## src/rtl/reg_bus_pkg.sv

```systemverilog
// Shared widths, command opcodes and FSM state encoding for the register bus master.
package reg_bus_pkg;

    localparam int REG_ADDR_W = 14;
    localparam int REG_DATA_W = 16;

    typedef enum logic [1:0] {
        OP_WRITE = 2'b00,
        OP_READ  = 2'b01,
        OP_POLL  = 2'b10,
        OP_RSVD  = 2'b11
    } cmd_op_e;

    typedef enum logic [2:0] {
        ST_IDLE,
        ST_WRITE,
        ST_READ,
        ST_WAIT,
        ST_GAP,
        ST_RESP
    } state_e;

endpackage

```

## src/rtl/reg_bus_master.sv

```systemverilog
// Single-outstanding register bus master: write, read and (with REG_BUS_MASTER_POLL_EN)
// poll-until-match commands against a combinational register responder.
module reg_bus_master
    import reg_bus_pkg::*;
#(
    parameter int RD_LAT   = 0,
    parameter int POLL_MAX = 1024,
    parameter int POLL_GAP = 4
) (
    input  logic                  clk,
    input  logic                  rst_n,
    input  logic                  cmd_valid,
    output logic                  cmd_ready,
    input  logic [1:0]            cmd_op,
    input  logic [REG_ADDR_W-1:0] cmd_addr,
    input  logic [REG_DATA_W-1:0] cmd_wdata,
    input  logic [REG_DATA_W-1:0] cmd_mask,
    output logic                  rsp_valid,
    input  logic                  rsp_ready,
    output logic [REG_DATA_W-1:0] rsp_rdata,
    output logic                  rsp_err,
    output logic                  wr_en,
    output logic                  rd_en,
    output logic [REG_ADDR_W-1:0] addr,
    output logic [REG_DATA_W-1:0] write_data,
    input  logic [REG_DATA_W-1:0] read_data,
    output logic                  busy
);

    localparam logic [3:0] LAT_LAST = 4'((RD_LAT > 0) ? RD_LAT - 1 : 0);

    state_e                  state_reg, state_next;
    logic [REG_ADDR_W-1:0]   addr_reg, addr_next;
    logic [REG_DATA_W-1:0]   wdata_reg, wdata_next;
    logic [REG_DATA_W-1:0]   rdata_reg, rdata_next;
    logic                    err_reg, err_next;
    logic [3:0]              lat_cnt_reg, lat_cnt_next;
    logic                    sample_now;

`ifdef REG_BUS_MASTER_POLL_EN
    localparam int ATT_W = $clog2(POLL_MAX + 1);
    localparam int GAP_W = (POLL_GAP > 0) ? $clog2(POLL_GAP + 1) : 1;
    localparam logic [ATT_W-1:0] ATT_MAX  = ATT_W'(POLL_MAX);
    localparam logic [GAP_W-1:0] GAP_LAST = GAP_W'((POLL_GAP > 0) ? POLL_GAP - 1 : 0);

    logic                    is_poll_reg, is_poll_next;
    logic [REG_DATA_W-1:0]   mask_reg, mask_next;
    logic [ATT_W-1:0]        att_reg, att_next, att_inc;
    logic [GAP_W-1:0]        gap_cnt_reg, gap_cnt_next;
    logic                    poll_hit;

    // Attempt counter saturates rather than wrapping.
    assign att_inc  = (att_reg == ATT_MAX) ? att_reg : att_reg + ATT_W'(1);
    assign poll_hit = ((read_data ^ wdata_reg) & mask_reg) == '0;
`else
    logic unused_mask;
    assign unused_mask = ^cmd_mask;
`endif

    // read_data is taken at the last edge of the access: READ itself when RD_LAT is 0.
    assign sample_now = ((state_reg == ST_READ) && (RD_LAT == 0)) ||
                        ((state_reg == ST_WAIT) && (lat_cnt_reg == LAT_LAST));

    always_comb begin
        state_next   = state_reg;
        addr_next    = addr_reg;
        wdata_next   = wdata_reg;
        rdata_next   = rdata_reg;
        err_next     = err_reg;
        lat_cnt_next = lat_cnt_reg;
`ifdef REG_BUS_MASTER_POLL_EN
        is_poll_next = is_poll_reg;
        mask_next    = mask_reg;
        att_next     = att_reg;
        gap_cnt_next = gap_cnt_reg;
`endif
        case (state_reg)
            ST_IDLE: begin
                if (cmd_valid) begin
                    addr_next  = cmd_addr;
                    wdata_next = cmd_wdata;
`ifdef REG_BUS_MASTER_POLL_EN
                    mask_next    = cmd_mask;
                    att_next     = '0;
                    is_poll_next = (cmd_op == OP_POLL);
`endif
                    case (cmd_op)
                        OP_WRITE: state_next = ST_WRITE;
                        OP_READ:  state_next = ST_READ;
`ifdef REG_BUS_MASTER_POLL_EN
                        OP_POLL:  state_next = ST_READ;
`endif
                        default: begin
                            rdata_next = '0;
                            err_next   = 1'b1;
                            state_next = ST_RESP;
                        end
                    endcase
                end
            end
            ST_WRITE: begin
                rdata_next = '0;
                err_next   = 1'b0;
                state_next = ST_RESP;
            end
            ST_READ: begin
                if (RD_LAT != 0) begin
                    lat_cnt_next = '0;
                    state_next   = ST_WAIT;
                end
            end
            ST_WAIT: begin
                if (lat_cnt_reg != LAT_LAST) begin
                    lat_cnt_next = lat_cnt_reg + 4'd1;
                end
            end
`ifdef REG_BUS_MASTER_POLL_EN
            ST_GAP: begin
                if (gap_cnt_reg == GAP_LAST) begin
                    state_next = ST_READ;
                end else begin
                    gap_cnt_next = gap_cnt_reg + GAP_W'(1);
                end
            end
`endif
            ST_RESP: begin
                if (rsp_ready) begin
                    state_next = ST_IDLE;
                end
            end
            default: state_next = ST_IDLE;
        endcase

        if (sample_now) begin
            rdata_next = read_data;
            err_next   = 1'b0;
            state_next = ST_RESP;
`ifdef REG_BUS_MASTER_POLL_EN
            if (is_poll_reg) begin
                att_next = att_inc;
                if (!poll_hit) begin
                    if (att_inc == ATT_MAX) begin
                        err_next = 1'b1;
                    end else if (POLL_GAP == 0) begin
                        state_next = ST_READ;
                    end else begin
                        gap_cnt_next = '0;
                        state_next   = ST_GAP;
                    end
                end
            end
`endif
        end
    end

    always_ff @(posedge clk or negedge rst_n) begin
        if (!rst_n) begin
            state_reg   <= ST_IDLE;
            addr_reg    <= '0;
            wdata_reg   <= '0;
            rdata_reg   <= '0;
            err_reg     <= 1'b0;
            lat_cnt_reg <= '0;
`ifdef REG_BUS_MASTER_POLL_EN
            is_poll_reg <= 1'b0;
            mask_reg    <= '0;
            att_reg     <= '0;
            gap_cnt_reg <= '0;
`endif
        end else begin
            state_reg   <= state_next;
            addr_reg    <= addr_next;
            wdata_reg   <= wdata_next;
            rdata_reg   <= rdata_next;
            err_reg     <= err_next;
            lat_cnt_reg <= lat_cnt_next;
`ifdef REG_BUS_MASTER_POLL_EN
            is_poll_reg <= is_poll_next;
            mask_reg    <= mask_next;
            att_reg     <= att_next;
            gap_cnt_reg <= gap_cnt_next;
`endif
        end
    end

    // Gating with rst_n keeps the master from accepting commands while held in reset.
    assign cmd_ready  = rst_n && (state_reg == ST_IDLE);
    assign busy       = (state_reg != ST_IDLE);
    assign wr_en      = (state_reg == ST_WRITE);
    assign rd_en      = (state_reg == ST_READ);
    assign rsp_valid  = (state_reg == ST_RESP);
    assign rsp_rdata  = rdata_reg;
    assign rsp_err    = err_reg;
    assign addr       = addr_reg;
    assign write_data = wdata_reg;

endmodule

```

## config.mk

```make
export PLATFORM = sky130hd
export DESIGN_NAME = reg_bus_master
export DESIGN_NICKNAME = d
export VERILOG_FILES = /design/src/rtl/reg_bus_pkg.sv /design/src/rtl/reg_bus_master.sv
export SDC_FILE = /design/constraint.sdc
export NUM_CORES = 1
export LEC_CHECK = 0
export CAP_MARGIN = 30
export CORE_ASPECT_RATIO = 1.2
export CORE_UTILIZATION = 50
export DETAILED_ROUTE_END_ITERATION = 16
export DONT_BUFFER_PORTS = 1
export GPL_TIMING_DRIVEN = 0
export PLACE_DENSITY = 0.77
export SYNTH_ARGS = -nofsm -noshare
export SYNTH_HDL_FRONTEND = slang
export SYNTH_SLANG_ARGS = --single-unit
export TNS_END_PERCENT = 30
```

## constraint.sdc

```tcl
create_clock -name clk -period 2.5 [get_ports clk]
set_input_delay 0.5 -clock clk [delete_from_list [all_inputs] [get_ports clk]]
set_output_delay 0.5 -clock clk [all_outputs]
set_load 0.01 [all_outputs]
```

==> impl_metrics.xml <==
<?xml version="1.0" encoding="UTF-8"?>
<metrics>
  <group name="clock_tree">
    <metric name="post_cts_buffers" unit="">0</metric>
    <metric name="clock_insertion_delay_worst_skew" unit="ps">290</metric>
    <metric name="cts_max_path_buffers" unit="">2</metric>
    <metric name="clock_tree.htree_level_count" unit="">2</metric>
    <metric name="cts_buffers" unit="">5</metric>
    <metric name="clock_tree_from_tritoncts" unit="">done</metric>
    <metric name="cts_resized" unit="">0</metric>
    <metric name="cts.clk_slew.worst_paths" unit="ps">80</metric>
    <metric name="cts.sink_count" unit="">54</metric>
    <metric name="cts_root_buffer" unit="">sky130_fd_sc_hd__clkbuf_8</metric>
  </group>
  <group name="routing">
    <metric name="viasPerCell" unit="">5.84</metric>
    <metric name="ant_nets" unit="">0</metric>
    <metric name="drt_iter0_drc" unit="">25</metric>
    <metric name="drt-wirelength-per-cell" unit="um">18.4</metric>
    <metric name="drt_first_pass_iters" unit="">4</metric>
    <metric name="wirelength" unit="um">3980</metric>
    <metric name="num_vias" unit="">1267</metric>
    <metric name="remaining_drc_errors" unit="">0</metric>
  </group>
  <group name="die">
    <metric name="placementRows" unit="">26</metric>
    <metric name="io_pins" unit="">120</metric>
    <metric name="die_area" unit="um^2">4710</metric>
    <metric name="design.core.area" unit="um^2">4260</metric>
    <metric name="start_util" unit="%">52.0</metric>
    <metric name="fp.dieW" unit="um">62.8</metric>
    <metric name="die_y" unit="um">74.9</metric>
  </group>
  <group name="setup_path">
    <metric name="rr_startpoint" unit="">lat_cnt_reg[0]</metric>
    <metric name="critPathBufInv" unit="">2</metric>
    <metric name="critPathLaunchType" unit="">register</metric>
    <metric name="slowest_delay" unit="ps">410</metric>
    <metric name="crit_required" unit="ps">2680</metric>
    <metric name="cp_top_family" unit="">compound AO/OA/AOI/OAI gates</metric>
    <metric name="cp-startpoint" unit="">lat_cnt_reg[0]</metric>
    <metric name="cpMaxStageDelayCell" unit="">sky130_fd_sc_hd__dfrtp_1</metric>
    <metric name="critPathMaxFanout" unit="">10</metric>
    <metric name="worst_setup_path_class" unit="">register to register</metric>
    <metric name="crit_path_cell_trace" unit="">inv_1, ha_1, nor3b_1, o211ai_2, buf_6, a22o_2</metric>
    <metric name="worstPathArrival" unit="ps">2110</metric>
    <metric name="endpoint_kind_of_the_worst_setup_timing_path" unit="">register</metric>
  </group>
  <group name="worst_hold_path">
    <metric name="holdCritPathClass" unit="">input pin to asynchronous set/reset pin</metric>
  </group>
  <group name="timing">
    <metric name="setup_viol" unit="">0</metric>
    <metric name="clock-skew-final" unit="ps">7.51</metric>
    <metric name="final.setup.tns" unit="ps">0</metric>
    <metric name="final_period_minus_worst_setup_slack" unit="ps">1930</metric>
    <metric name="grt_setup_unrepaired" unit="">false</metric>
    <metric name="finalCritPeriodShare" unit="%">77.1</metric>
    <metric name="worst-slew-pin-transition" unit="ps">446</metric>
    <metric name="slew_viol_final" unit="">0</metric>
    <metric name="maxSlewHeadroom" unit="%">70.1</metric>
    <metric name="hold_viol" unit="">0</metric>
    <metric name="clock.fmax" unit="GHz">0.519</metric>
  </group>
  <group name="grt">
    <metric name="first_global_vias" unit="">1417</metric>
    <metric name="global_router_s_overall_resource_usage" unit="%">17.9</metric>
    <metric name="grt_remaining_overflow" unit="">0</metric>
    <metric name="antenna_found_initial" unit="">0</metric>
    <metric name="grt_pass1_wl" unit="um">6350</metric>
    <metric name="grt_max_degree" unit="">55</metric>
  </group>
  <group name="synthesis">
    <metric name="seq_area_frac_synth" unit="%">60.9</metric>
    <metric name="ys_types" unit="">29</metric>
    <metric name="synth-warning-count" unit="">0</metric>
    <metric name="synth_largest_area_cell" unit="">sky130_fd_sc_hd__dfrtp_1</metric>
    <metric name="postSynthCellCount" unit="">152</metric>
    <metric name="post_synth_main_area_contributors" unit="">sky130_fd_sc_hd__dfrtp_1 (61%), sky130_fd_sc_hd__mux2_2 (16%), sky130_fd_sc_hd__a22o_2 (7.2%)</metric>
    <metric name="synth_area" unit="um^2">2220</metric>
    <metric name="avgSynthCellArea" unit="um^2">14.6</metric>
    <metric name="synth_largest_type_area_fraction" unit="%">60.9</metric>
    <metric name="ys_seq_elements" unit="">54</metric>
    <metric name="synthesis.nets" unit="">222</metric>
  </group>
  <group name="finish">
    <metric name="num-nets-final" unit="">230</metric>
    <metric name="insertedDiodeCount" unit="">0</metric>
    <metric name="final_layout_size_suffix_gt1_share" unit="%">41.6</metric>
    <metric name="area_delta_synth_final" unit="%">9.20</metric>
    <metric name="final_cells" unit="">217</metric>
  </group>
  <group name="place">
    <metric name="dp_hpwl" unit="um">3020</metric>
    <metric name="io_buffer_count" unit="">0</metric>
    <metric name="place_inst" unit="">208</metric>
    <metric name="gp_routability_congestion" unit="">0.717</metric>
  </group>
  <group name="power_and_ir_drop">
    <metric name="p_leak" unit="nW">1.08</metric>
    <metric name="fin_total_pwr" unit="mW">2.78</metric>
    <metric name="power_density" unit="nW/um^2">1150</metric>
    <metric name="vdd_ir_drop_max" unit="mV">0.482</metric>
  </group>
  <group name="outcome">
    <metric name="status" unit="">complete, no violations</metric>
  </group>
  <group name="job">
    <metric name="maxCapViolCount" unit="">0</metric>
  </group>
</metrics>
==> through the flow <==
stage	worst slack, ps	instance area (um^2)	hold slack (ps)	utilization, %
after global routing	393	2420	53.4	56.8
after global placement	720	2290	205	53.7
after floorplan	896	2220	204	-
final	573	2420	55.1	56.8
after CTS	555	2420	54.9	56.8
after detailed placement	603	2290	206	53.7
==> where the power goes <==
| part | internal [mW] | total [mW] | switching [mW] | leakage [nW] |
|---|---|---|---|---|
| Clock | 0.300 | 0.546 | 0.246 | 0.0524 |
| Sequential | 1.18 | 1.52 | 0.338 | 0.684 |
| Combinational | 0.392 | 0.714 | 0.323 | 0.343 |
==> worst register-to-register path, stage by stage, from the launching register on <==
cell and delay (ps):
sky130_fd_sc_hd__dfrtp_1 410, sky130_fd_sc_hd__inv_1 120, sky130_fd_sc_hd__ha_1 180, sky130_fd_sc_hd__nor3b_1 370
sky130_fd_sc_hd__o211ai_2 260, sky130_fd_sc_hd__buf_6 220, sky130_fd_sc_hd__a22o_2 260
==> synth_stat cells (all sizes together) <==
cell,number
a211o,1
a21oi,3
a22o,16
a31oi,1
and2,2
and3b,1
buf,7
clkbuf,1
dfrtp,54
ha,2
inv,5
mux2,31
nand2,5
nand2b,2
nand3,1
nand4,2
nor2,3
nor3,2
nor3b,3
o211ai,1
o21ai,4
o21bai,1
o31ai,1
or3b,1
xnor2,2
==> logic make-up after synthesis <==
| group | Yosys count | synth area share [%] |
|---|---|---|
| flops | 54 | 60.9 |
| mux | 31 | 15.7 |
| compound gates | 28 | 11.2 |
| simple gates | 22 | 5.98 |
| buf+inv | 13 | 4.18 |
| xor+xnor | 2 | 0.790 |
| fa+ha+maj | 2 | 1.13 |
==> cell type report <==
type | instances | area, um^2
repair buffers | 1 | 27.5
plain buffers | 8 | 73.8
clock inverters | 1 | 30.0
well taps | 56 | 70.1
inverters | 5 | 18.8
flip-flops and latches | 54 | 1350
clock buffers | 7 | 76.3
multi-input cells | 85 | 773
fillers | 345 | 1840
==> worst paths after layout <==
path                                   to  slack [ps]  cells past startpoint
max in group asynchronous    state_reg[2]        2230                      1
setup / recovery             rsp_rdata[8]         570                      6
min in group clk             state_reg[2]         290                      1
hold reg to reg            lat_cnt_reg[3]         540                      1
setup reg to reg             rsp_rdata[8]         570                      6
hold / removal             write_data[11]          60                      1
==> routing by layer <==
layer / vias up / GRT usage, % / wire (um)
met3: 6 / 5.00 / 249
met1: 636 / 18.4 / 1460
met4: 0 / 7.75 / 50
met2: 71 / 34.4 / 2230
li1: 554 / - / -
met5: - / 0 / 0
==> layout by cell type (no fill, tap or decap), types with 2 or more instances in the layout <==
cell type,netlist,final
sky130_fd_sc_hd__a21oi_1,2,2
sky130_fd_sc_hd__a22o_2,16,16
sky130_fd_sc_hd__and2_1,2,2
sky130_fd_sc_hd__buf_4,5,5
sky130_fd_sc_hd__buf_6,2,2
sky130_fd_sc_hd__clkbuf_1,0,2
sky130_fd_sc_hd__clkbuf_8,1,6
sky130_fd_sc_hd__dfrtp_1,54,54
sky130_fd_sc_hd__ha_1,2,2
sky130_fd_sc_hd__inv_1,5,5
sky130_fd_sc_hd__mux2_2,31,31
sky130_fd_sc_hd__nand2_1,4,4
sky130_fd_sc_hd__nand2b_1,2,2
sky130_fd_sc_hd__nand4_1,2,2
sky130_fd_sc_hd__nor2_1,3,3
sky130_fd_sc_hd__nor3b_1,3,3
sky130_fd_sc_hd__o21ai_0,4,4
sky130_fd_sc_hd__xnor2_1,2,2
==> repair_timing <==
| action | in CTS | in global routing |
|---|---|---|
| setup endpoints to repair | 0 | 0 |
| endpoints found under the hold margin | 54 | 0 |
| hold buffers | 1 | 0 |
Note: power is estimated with default switching activity, not from simulation.
